[src/rtl/bcd_pkg.sv]
// Shared BCD digit constants and helpers for the multi-decade counter.
// bcd_step wraps 9->0 going up and 0->9 going down.
package bcd_pkg;

    localparam logic [3:0] BCD_MAX = 4'd9;
    localparam logic [3:0] BCD_MIN = 4'd0;

    function automatic logic bcd_valid(input logic [3:0] d);
        return (d <= BCD_MAX);
    endfunction

    function automatic logic [3:0] bcd_step(input logic [3:0] d, input logic up);
        logic [3:0] nxt;
        if (up) begin
            nxt = (d >= BCD_MAX) ? BCD_MIN : d + 4'd1;
        end else begin
            nxt = (d == BCD_MIN) ? BCD_MAX : d - 4'd1;
        end
        return nxt;
    endfunction

endpackage

[src/rtl/bcd_digit.sv]
// One BCD decade: sanitising parallel load, enabled up/down step,
// per-digit terminal count and a registered load-error flag.
module bcd_digit
    import bcd_pkg::*;
(
    input  logic       CLK,
    input  logic       CLR,
    input  logic       EN,
    input  logic       UP,
    input  logic       LOAD,
    input  logic [3:0] D,
    output logic [3:0] Q,
    output logic       DTC,
    output logic       DERR
);

    always_ff @(posedge CLK) begin
        if (CLR) begin
            Q    <= BCD_MIN;
            DERR <= 1'b0;
        end else begin
            DERR <= LOAD & ~bcd_valid(D);
            if (LOAD) begin
                // Non-BCD load digits are forced to zero so Q never holds A..F.
                Q <= bcd_valid(D) ? D : BCD_MIN;
            end else if (EN) begin
                Q <= bcd_step(Q, UP);
            end
        end
    end

    assign DTC = UP ? (Q == BCD_MAX) : (Q == BCD_MIN);

endmodule

[src/rtl/bcd_cnt_n.sv]
// Multi-decade synchronous BCD up/down counter. Carries ripple as clock
// enables through an AND chain; every decade shares CLK.
module bcd_cnt_n
    import bcd_pkg::*;
#(
    parameter int DIGITS  = 2,
    parameter int CEO_REG = 0
) (
    input  logic                  CLK,
    input  logic                  CLR,
    input  logic                  CE,
    input  logic                  UP,
    input  logic                  LOAD,
    input  logic [4*DIGITS-1:0]   D,
    output logic [4*DIGITS-1:0]   Q,
    output logic                  TC,
    output logic                  CEO,
    output logic                  LD_ERR
);

    logic [DIGITS-1:0] en;
    logic [DIGITS-1:0] dtc;
    logic [DIGITS-1:0] derr;
    logic              ceo_term;

    for (genvar i = 0; i < DIGITS; i++) begin : g_digit
        if (i == 0) begin : g_lsd
            assign en[i] = CE;
        end else begin : g_chain
            assign en[i] = en[i-1] & dtc[i-1];
        end

        bcd_digit u_digit (
            .CLK  (CLK),
            .CLR  (CLR),
            .EN   (en[i]),
            .UP   (UP),
            .LOAD (LOAD),
            .D    (D[4*i+3:4*i]),
            .Q    (Q[4*i+3:4*i]),
            .DTC  (dtc[i]),
            .DERR (derr[i])
        );
    end

    assign TC       = &dtc;
    assign LD_ERR   = |derr;
    assign ceo_term = CE & ~LOAD & ~CLR & TC;

    if (CEO_REG != 0) begin : g_ceo_reg
        // Pulse lands in the cycle after the full-scale wrap edge.
        logic ceo_q;
        always_ff @(posedge CLK) begin
            if (CLR) begin
                ceo_q <= 1'b0;
            end else begin
                ceo_q <= ceo_term;
            end
        end
        assign CEO = ceo_q;
    end else begin : g_ceo_comb
        assign CEO = ceo_term;
    end

endmodule

[config.mk]
export PLATFORM = sky130hd
export DESIGN_NAME = bcd_cnt_n
export DESIGN_NICKNAME = d
export VERILOG_FILES = /design/src/rtl/bcd_pkg.sv /design/src/rtl/bcd_digit.sv /design/src/rtl/bcd_cnt_n.sv
export SDC_FILE = /design/constraint.sdc
export NUM_CORES = 1
export LEC_CHECK = 0
export CORE_UTILIZATION = 44
export DETAILED_ROUTE_END_ITERATION = 10
export PLACE_DENSITY = 0.83
export SKIP_LAST_GASP = 1
export SYNTH_ARGS = -nofsm -noshare
export SYNTH_HDL_FRONTEND = slang
export SYNTH_SLANG_ARGS = --single-unit
export TNS_END_PERCENT = 30
[constraint.sdc]
create_clock -name CLK -period 1.85 [get_ports CLK]
set_clock_uncertainty 0.1 [all_clocks]
set_input_delay 0.4625 -clock CLK [delete_from_list [all_inputs] [get_ports CLK]]
set_output_delay 0.4625 -clock CLK [all_outputs]
set_load 0.01 [all_outputs]
Yosys cells after proc, flatten, opt, wreduce, memory -nomap -nowiden

Index checks and enable logic that the tools add are counted.

Bits in registers: 10
Input bits: 13
Output and inout bits: 11
Logic and storage cells: 44

Add/subtract/negate cells: 4
$lt $le $gt $ge: 4
Equal/unequal tests: 2
Multiplexer cells: 14
Bitwise gates (word level): 10
Reductions and logical operators: 6

Operators with widths:

| kind                                                                | number |
|---|---|
| 4-bit two-way mux                                                   | 12 |
| 4-bit by 1-bit adder with 4-bit output (second input constant)      | 2 |
| 4-bit equality test (second input constant)                         | 2 |
| 4-bit greater-or-equal comparator (second input constant)           | 2 |
| 4-bit less-or-equal comparator (second input constant)              | 2 |
| 4-bit logical NOT                                                   | 2 |
| 4-bit by 1-bit subtractor with 4-bit output (second input constant) | 2 |
| 1-bit AND                                                           | 6 |
| 1-bit NOT                                                           | 4 |
| 2-bit nonzero test                                                  | 2 |
| 1-bit two-way mux                                                   | 2 |
| 2-bit AND reduction                                                 | 1 |
| 2-bit OR reduction                                                  | 1 |

Logic depth before layout (Yosys ltp)

Gate-level depths: netlist (run 1).

Word-level depth: 5
Mapped depth: 6
Depth with buffers taken out: 6

Modules after synthesis

From an unflattened synthesis (run 1), not the netlist that was laid out.

Cell total of the unflattened synthesis: 131
Area, all modules: 965.9 µm²

Modules (own cells, without submodules):

| module    | instances | cells an instance | area an instance (µm²) | sequential area each (µm²) |
|---|---|---|---|---|
| bcd_digit | 2         | 63                | 466.7                  | 100.1 |
| bcd_cnt_n | 1         | 5                 | 32.5                   | 0.0 |

Worst setup path after synthesis (run 1)

Ideal clock, no wire load.

Path kind: register to output
Start point: register g_digit[0].u_digit.Q[0]
End point: output port CEO
Arrival time: 1.588 ns
Data required time: 1.287 ns
Path slack: -0.300 ns
Stages on the path, launching flop included: 6
Buffers on the path: 0
Path through: dfxtp_1 > inv_1 > ha_1 > nor4b_2 > nor2_1 > nor4b_1

Word-level cells in the longest chain between the ends: 4
Elaborated cells between the ends (all ways): 5
Those cells by class: 1 x eq/ne; 1 x mux; 1 x bitwise; 2 x reduce/logical

Ends and longest elaborated chain:

| what                                                            | RTL line        | source |
|---|---|---|
| start: declaration                                              | bcd_digit.sv:12 | `output logic [3:0] Q,` |
| start signal: assignment                                        | bcd_digit.sv:25 | `Q <= bcd_valid(D) ? D : BCD_MIN;` |
| start signal: assignment                                        | bcd_digit.sv:27 | `Q <= bcd_step(Q, UP);` |
| 4-bit equality test / 4-bit logical NOT (equally long branches) | bcd_digit.sv:32 | `assign DTC = UP ? (Q == BCD_MAX) : (Q == BCD_MIN);` |
| 1-bit two-way mux (*)                                           | bcd_digit.sv:32 |  |
| 2-bit AND reduction (*)                                         | bcd_cnt_n.sv:46 | `assign TC = &dtc;` |
| 1-bit AND (*)                                                   | bcd_cnt_n.sv:48 | `assign ceo_term = CE & ~LOAD & ~CLR & TC;` |
| end: declaration                                                | bcd_cnt_n.sv:17 | `output logic CEO,` |

Mark *: on every way between the ends. The rest lies on a longest branch, timed or not.

Worst setup path after layout (run 1)

Start point: register g_digit[0].u_digit.Q[1]
End point: output port CEO

Same word-level chain as after synthesis.

==> run summary, run 1 <==
status: complete, but fails checks
failing checks: setup timing
Max-Cap Viols: 0
Synth Cell Area: 965 um2
Nets: 202
Layout Cells excl Fill: 206
dpl hpwl: 2.20 mm
Initial Util: 0.482
Num CTS Buffers: 3
Post-Syn Instances: 125
die span in y: 48.8 um
worst setup margin: -0.337 ns
Syn-to-layout area delta: 70.9%
hold crit path type: reg -> reg
GPL Wtd Cong: 0.933
placed cells: 199
critical path class: reg -> out
Ant. Diodes: 0
core area: 2000 um2
Vias: 1310
Seq/Total Area, Yosys: 0.208
largest net degree at the start of global routing: 17
Final setup viols: 17
top_reg_cell synth: dfxtp_1
RSZ-0062 raised after global routing: true
YS warnings: 0
CTS clk-pin slew, worst paths: 0.06 ns
remaining antenna violation count: 0
cts hold-fix bufs: 0
CTS max path bufs: 2
I/O pin cnt: 24
Async SR Flop Fraction: 0
Yosys top cell area share: 0.208
H-Tree Depth: 1
Port Buf Inserts: 23
setup_tns: -1.92 ns
CTS tree: yes
min Tclk post-route: 2.19 ns
layout cells sized above 1: 0.413
Rel. slew slack: 0.778
CP required: 1.29 ns
sequential standard cell area: 210 um2
crit path capture type: output pin
WL/cell: 18.8 um
Routed WL: 3.88 mm
share of the cycle needed by the critical path after routing: 1.18
Pins Over Slew Limit: 0
Die ar.: 2380 um2
Yosys reg bits: 10
multi-input logic area: 838 um2
antenna violations before repair: 0
post-synth top area cell: dfxtp_1
die width: 48.8 um
post-synth cell types: 42
worst slew pin tran: 0.328 ns
Worst setup SP type: flip-flop
Critical Path AT: 1.62 ns
DR vias/cell: 6.36
Filler Cell Count: 132
Detailed Routing Iterations Pass 1: 5
worst hold slack: 0.664 ns
vias in the first global route: 1135
gr usage total: 0.281
Rows: 16
Root Buffer: clkbuf_4
average size of a mapped cell: 7.72 um2
CTS Sinks: 10
endpoints failing hold: 0
Detailed Route Iter0 Violations: 106
commonest cells in the netlist: nor2_1, dfxtp_1, inv_1
Skew-Pair Late Insertion Delay: 0.27 ns
Leak: 0.657 nW
VDD IR max: 393 uV
DRC violations left: 0
most common cell in the netlist: nor2_1
remaining global-route overflow: 0
syn_nets: 146
pwr dens: 518 nW/um2
fmax: 0.457 GHz
Synth area leaders: dfxtp_1, ha_1, nand2b_1
first-pass GRT wire length: 5.17 mm
critical path fanouts, max: 3
EDFF count, synth: 0
[cell usage in the layout, fill, tap and decap left out, types with 3 or more instances in the layout]
| master | instances |
|---|---|
| nor2_1 | 10 |
| inv_1 | 5 |
| a21oi_1 | 6 |
| o31ai_1 | 3 |
| nand2b_1 | 7 |
| nand2_1 | 4 |
| a31oi_1 | 3 |
| ha_4 | 4 |
| buf_6 | 3 |
| buf_4 | 33 |
| dfxtp_1 | 6 |
| nor4_1 | 3 |
| clkbuf_4 | 3 |
| clkdlybuf4s50_1 | 20 |
| a211oi_1 | 3 |
| ha_1 | 4 |
| nor3_1 | 7 |
| o21ai_0 | 3 |
| inv_4 | 4 |
[what timing repair did]
item / CTS / global route
pin swaps: 7 / 8
resized for setup: 21 / 23
endpoints found under the setup margin: 15 / 18
setup buffers: 3 / 1
[final timing paths]
| kind | from | end | slack (ns) | cells after the start |
|---|---|---|---|---|
| setup / recovery | g_digit[0].u_digit.Q[1] | CEO | -0.34 | 6 |
| hold / removal | g_digit[0].u_digit.Q[2] | g_digit[0].u_digit.Q[2] | 0.66 | 3 |
| setup reg to reg | g_digit[1].u_digit.Q[0] | g_digit[1].u_digit.Q[3] | -0.16 | 7 |
| hold reg to reg | g_digit[0].u_digit.Q[2] | g_digit[0].u_digit.Q[2] | 0.66 | 3 |
[power by group]
group / leakage (nW) / total [mW] / switching [mW] / internal (mW)
sequential: 0.0843 / 0.252 / 0.0212 / 0.231
combinational: 0.559 / 0.449 / 0.215 / 0.234
clock: 0.0138 / 0.154 / 0.0784 / 0.0754
total: 0.657 / 0.855 / 0.314 / 0.540
[worst max-delay path: stages (launching register included)]
cell and delay, ns:
dfxtp_2 0.34, inv_4 0.09, ha_4 0.16, and4b_1 0.26, nor2_2 0.08, nor4b_4 0.26
buf_2 0.16
[metrics by stage]
stage	util	cell area, um2	worst slack, ns	power (mW)
floorplan	-	985	-0.0815	0.428
global route	0.824	1650	-0.420	0.889
CTS	0.764	1530	-0.301	0.770
detailed placement	0.726	1450	-0.862	0.606
global placement	0.726	1450	-0.868	0.593
finish	0.824	1650	-0.337	0.855
[cells by family (layout without fill, tap and decap cells)]
kind of cell	count (synthesis)	count (layout)	synth area share
flops	10	10	0.208
buf+inv	17	71	0.0726
mux	1	1	0.0233
compound gates	38	38	0.281
fa+ha+maj	8	8	0.104
xor+xnor	1	1	0.00908
simple gates	50	50	0.302
[cell type report]
| type | instances | area share |
|---|---|---|
| multi-input combinational | 98 | 0.508 |
| timing repair buffer | 59 | 0.303 |
| sequential | 10 | 0.127 |
| inverter | 9 | 0.0266 |
| tap | 27 | 0.0205 |
| clock buffer | 3 | 0.0137 |
[flip-flops by register name, summed over array words and instances, names as in the netlist]
register              flops
g_digit.u_digit.Q         8
g_digit.u_digit.DERR      2
[layer usage]
metal | wire length, um | global-route usage | vias to the layer above
li1 | - | - | 579
met1 | 1540 | 0.379 | 603
met2 | 1790 | 0.451 | 105
met3 | 365 | 0.0187 | 23
met4 | 182 | 0.137 | 0
met5 | 0 | 0 | -
Note: power is estimated with default switching activity, not from simulation.
==> inputs of run 2 (changes only) <==
- MAX_ROUTING_LAYER: unset -> met4
==> run 2 against run 1 <==
Against the previous run: combinational power barely moved; utilization did not move; the flow still finishes with violations (setup timing); sequential cell count did not move; critical path depth rose by 2; maximum frequency barely moved; sequential power barely moved; hold slack improved by 0.012 ns; via count fell by 0.99%; largest cell class unchanged; highest routed layer unchanged; largest power group unchanged.
==> run summary, run 2 (synthesized netlist as in run 1, its figures left out) <==
status: complete, but fails checks
failing checks: setup timing
cts hold-fix bufs: 0 (unchanged)
Largest regs: g_digit.u_digit.Q: 8 flops, g_digit.u_digit.DERR: 2 flops
remaining global-route overflow: 0 (unchanged)
Skew-Pair Late Insertion Delay: 0.27 ns (about the same)
GPL Wtd Cong: 0.950 (+1.8%)
endpoints failing hold: 0 (unchanged)
DRC violations left: 0 (unchanged)
remaining antenna violation count: 0 (unchanged)
Initial Util: 0.482 (unchanged)
CP required: 1.29 ns (about the same)
Syn-to-layout area delta: 70.9% (unchanged)
crit path capture type: output pin
Largest register FFs: 8 (unchanged)
worst slew pin tran: 0.378 ns (+0.0507 ns)
layout cells sized above 1: 0.413 (unchanged)
antenna violations before repair: 0 (unchanged)
Pins Over Slew Limit: 0 (unchanged)
critical path class: reg -> out
post-layout util: 0.824 (unchanged)
Vias: 1297 (-0.99%)
die width: 48.8 um (unchanged)
Detailed Route Iter0 Violations: 107 (+0.94%)
Post-Place Setup Slack: -0.862 ns (unchanged)
most frequent cells in the layout: buf_4, clkdlybuf4s50_1, nor2_1, nor3_1, nand2b_1
first-pass GRT wire length: 5.16 mm (-0.14%)
CTS max path bufs: 2 (unchanged)
min Tclk post-route: 2.19 ns (+0.00118 ns)
Num CTS Buffers: 3 (unchanged)
dpl hpwl: 2.20 mm (unchanged)
share of the cycle needed by the critical path after routing: 1.18 (about the same)
setup_tns: -1.96 ns (-0.0432 ns)
Routed WL: 3.87 mm (-0.18%)
Root Buffer: clkbuf_4
Leak: 0.657 nW (unchanged)
gr usage total: 0.289 (+0.00797)
post-route cell area: 1650 um2 (unchanged)
H-Tree Depth: 1 (unchanged)
fmax: 0.457 GHz (about the same)
worst hold slack: 0.677 ns (+0.0123 ns)
core area: 2000 um2 (unchanged)
I/O pin cnt: 24 (unchanged)
register bank with the most flops: g_digit.u_digit.Q
RSZ-0062 raised after global routing: true
vias in the first global route: 1133 (-0.18%)
area post-placement: 1450 um2 (unchanged)
most common cell after layout, fill and taps aside: buf_4
worst setup margin: -0.338 ns (-0.00118 ns)
critical path fanouts, max: 3 (unchanged)
WL/cell: 18.8 um (-0.18%)
Port Buf Inserts: 23 (unchanged)
DR vias/cell: 6.30 (-0.99%)
die span in y: 48.8 um (unchanged)
Critical Path AT: 1.63 ns (about the same)
Nets: 202 (unchanged)
Detailed Routing Iterations Pass 1: 5 (unchanged)
CTS clk-pin slew, worst paths: 0.07 ns (about the same)
CTS tree: yes
CTS Sinks: 10 (unchanged)
pwr dens: 517 nW/um2 (-0.16%)
Rows: 16 (unchanged)
Final setup viols: 17 (unchanged)
Rel. slew slack: 0.744 (-0.0343)
largest net degree at the start of global routing: 17 (unchanged)
Die ar.: 2380 um2 (unchanged)
Ant. Diodes: 0 (unchanged)
VDD IR max: 393 uV (about the same)
hold crit path type: reg -> reg
Max-Cap Viols: 0 (unchanged)
Worst setup SP type: flip-flop
[run 2: timing repair]
action	in CTS	in global routing
setup endpoints to repair	15	18
buffers inserted	3	1
pin swaps	7	8
gates resized for setup	21	23
[run 2: metrics by stage]
step | instances | power [mW]
after floorplan | 125 | 0.428
after global routing | 206 | 0.888
after detailed placement | 199 | 0.606
final | 206 | 0.853
after CTS | 205 | 0.770
after global placement | 199 | 0.593
[run 2: worst paths after layout]
kind	from	to	slack (ns)	depth (start not counted)
max reg2reg	g_digit[1].u_digit.Q[0]	g_digit[1].u_digit.Q[3]	-0.17	7
max	g_digit[1].u_digit.Q[0]	CEO	-0.34	8
min reg2reg	g_digit[0].u_digit.Q[2]	g_digit[0].u_digit.Q[2]	0.68	3
min	g_digit[0].u_digit.Q[2]	g_digit[0].u_digit.Q[2]	0.68	3
[run 2: power breakdown]
part	switching (mW)	leakage, nW	internal [mW]
logic	0.214	0.559	0.234
clock network	0.0779	0.0138	0.0754
registers	0.0213	0.0843	0.231
total	0.313	0.657	0.540
[run 2: area by class of cell]
class	count	area, um2
multi-input cells	98	838
repair buffers	59	500
fillers	132	353
flip-flops and latches	10	210
inverters	9	43.8
well taps	27	33.8
clock buffers	3	22.5
[run 2: worst max-delay path, stage by stage, from the launching register on]
cell and delay (ns):
dfxtp_4 0.37, inv_4 0.07, ha_4 0.15, nand2b_4 0.06, nor2_2 0.14, a31oi_2 0.06, buf_4 0.15, nor4b_4 0.19
buf_2 0.16
[run 2: routing by layer]
metal / part of all wire / track usage / wire [um]
met1: 0.38 / 0.379 / 1460
met2: 0.46 / 0.451 / 1770
met5: 0 / - / 0
met4: 0.050 / 0.137 / 192
met3: 0.12 / 0.0187 / 447
==> inputs of run 3 (changes only) <==
- HOLD_SLACK_MARGIN: unset -> 0.02
==> results of run 3 <==
The final DEF is identical to that of run 2; final timing and power are the same.
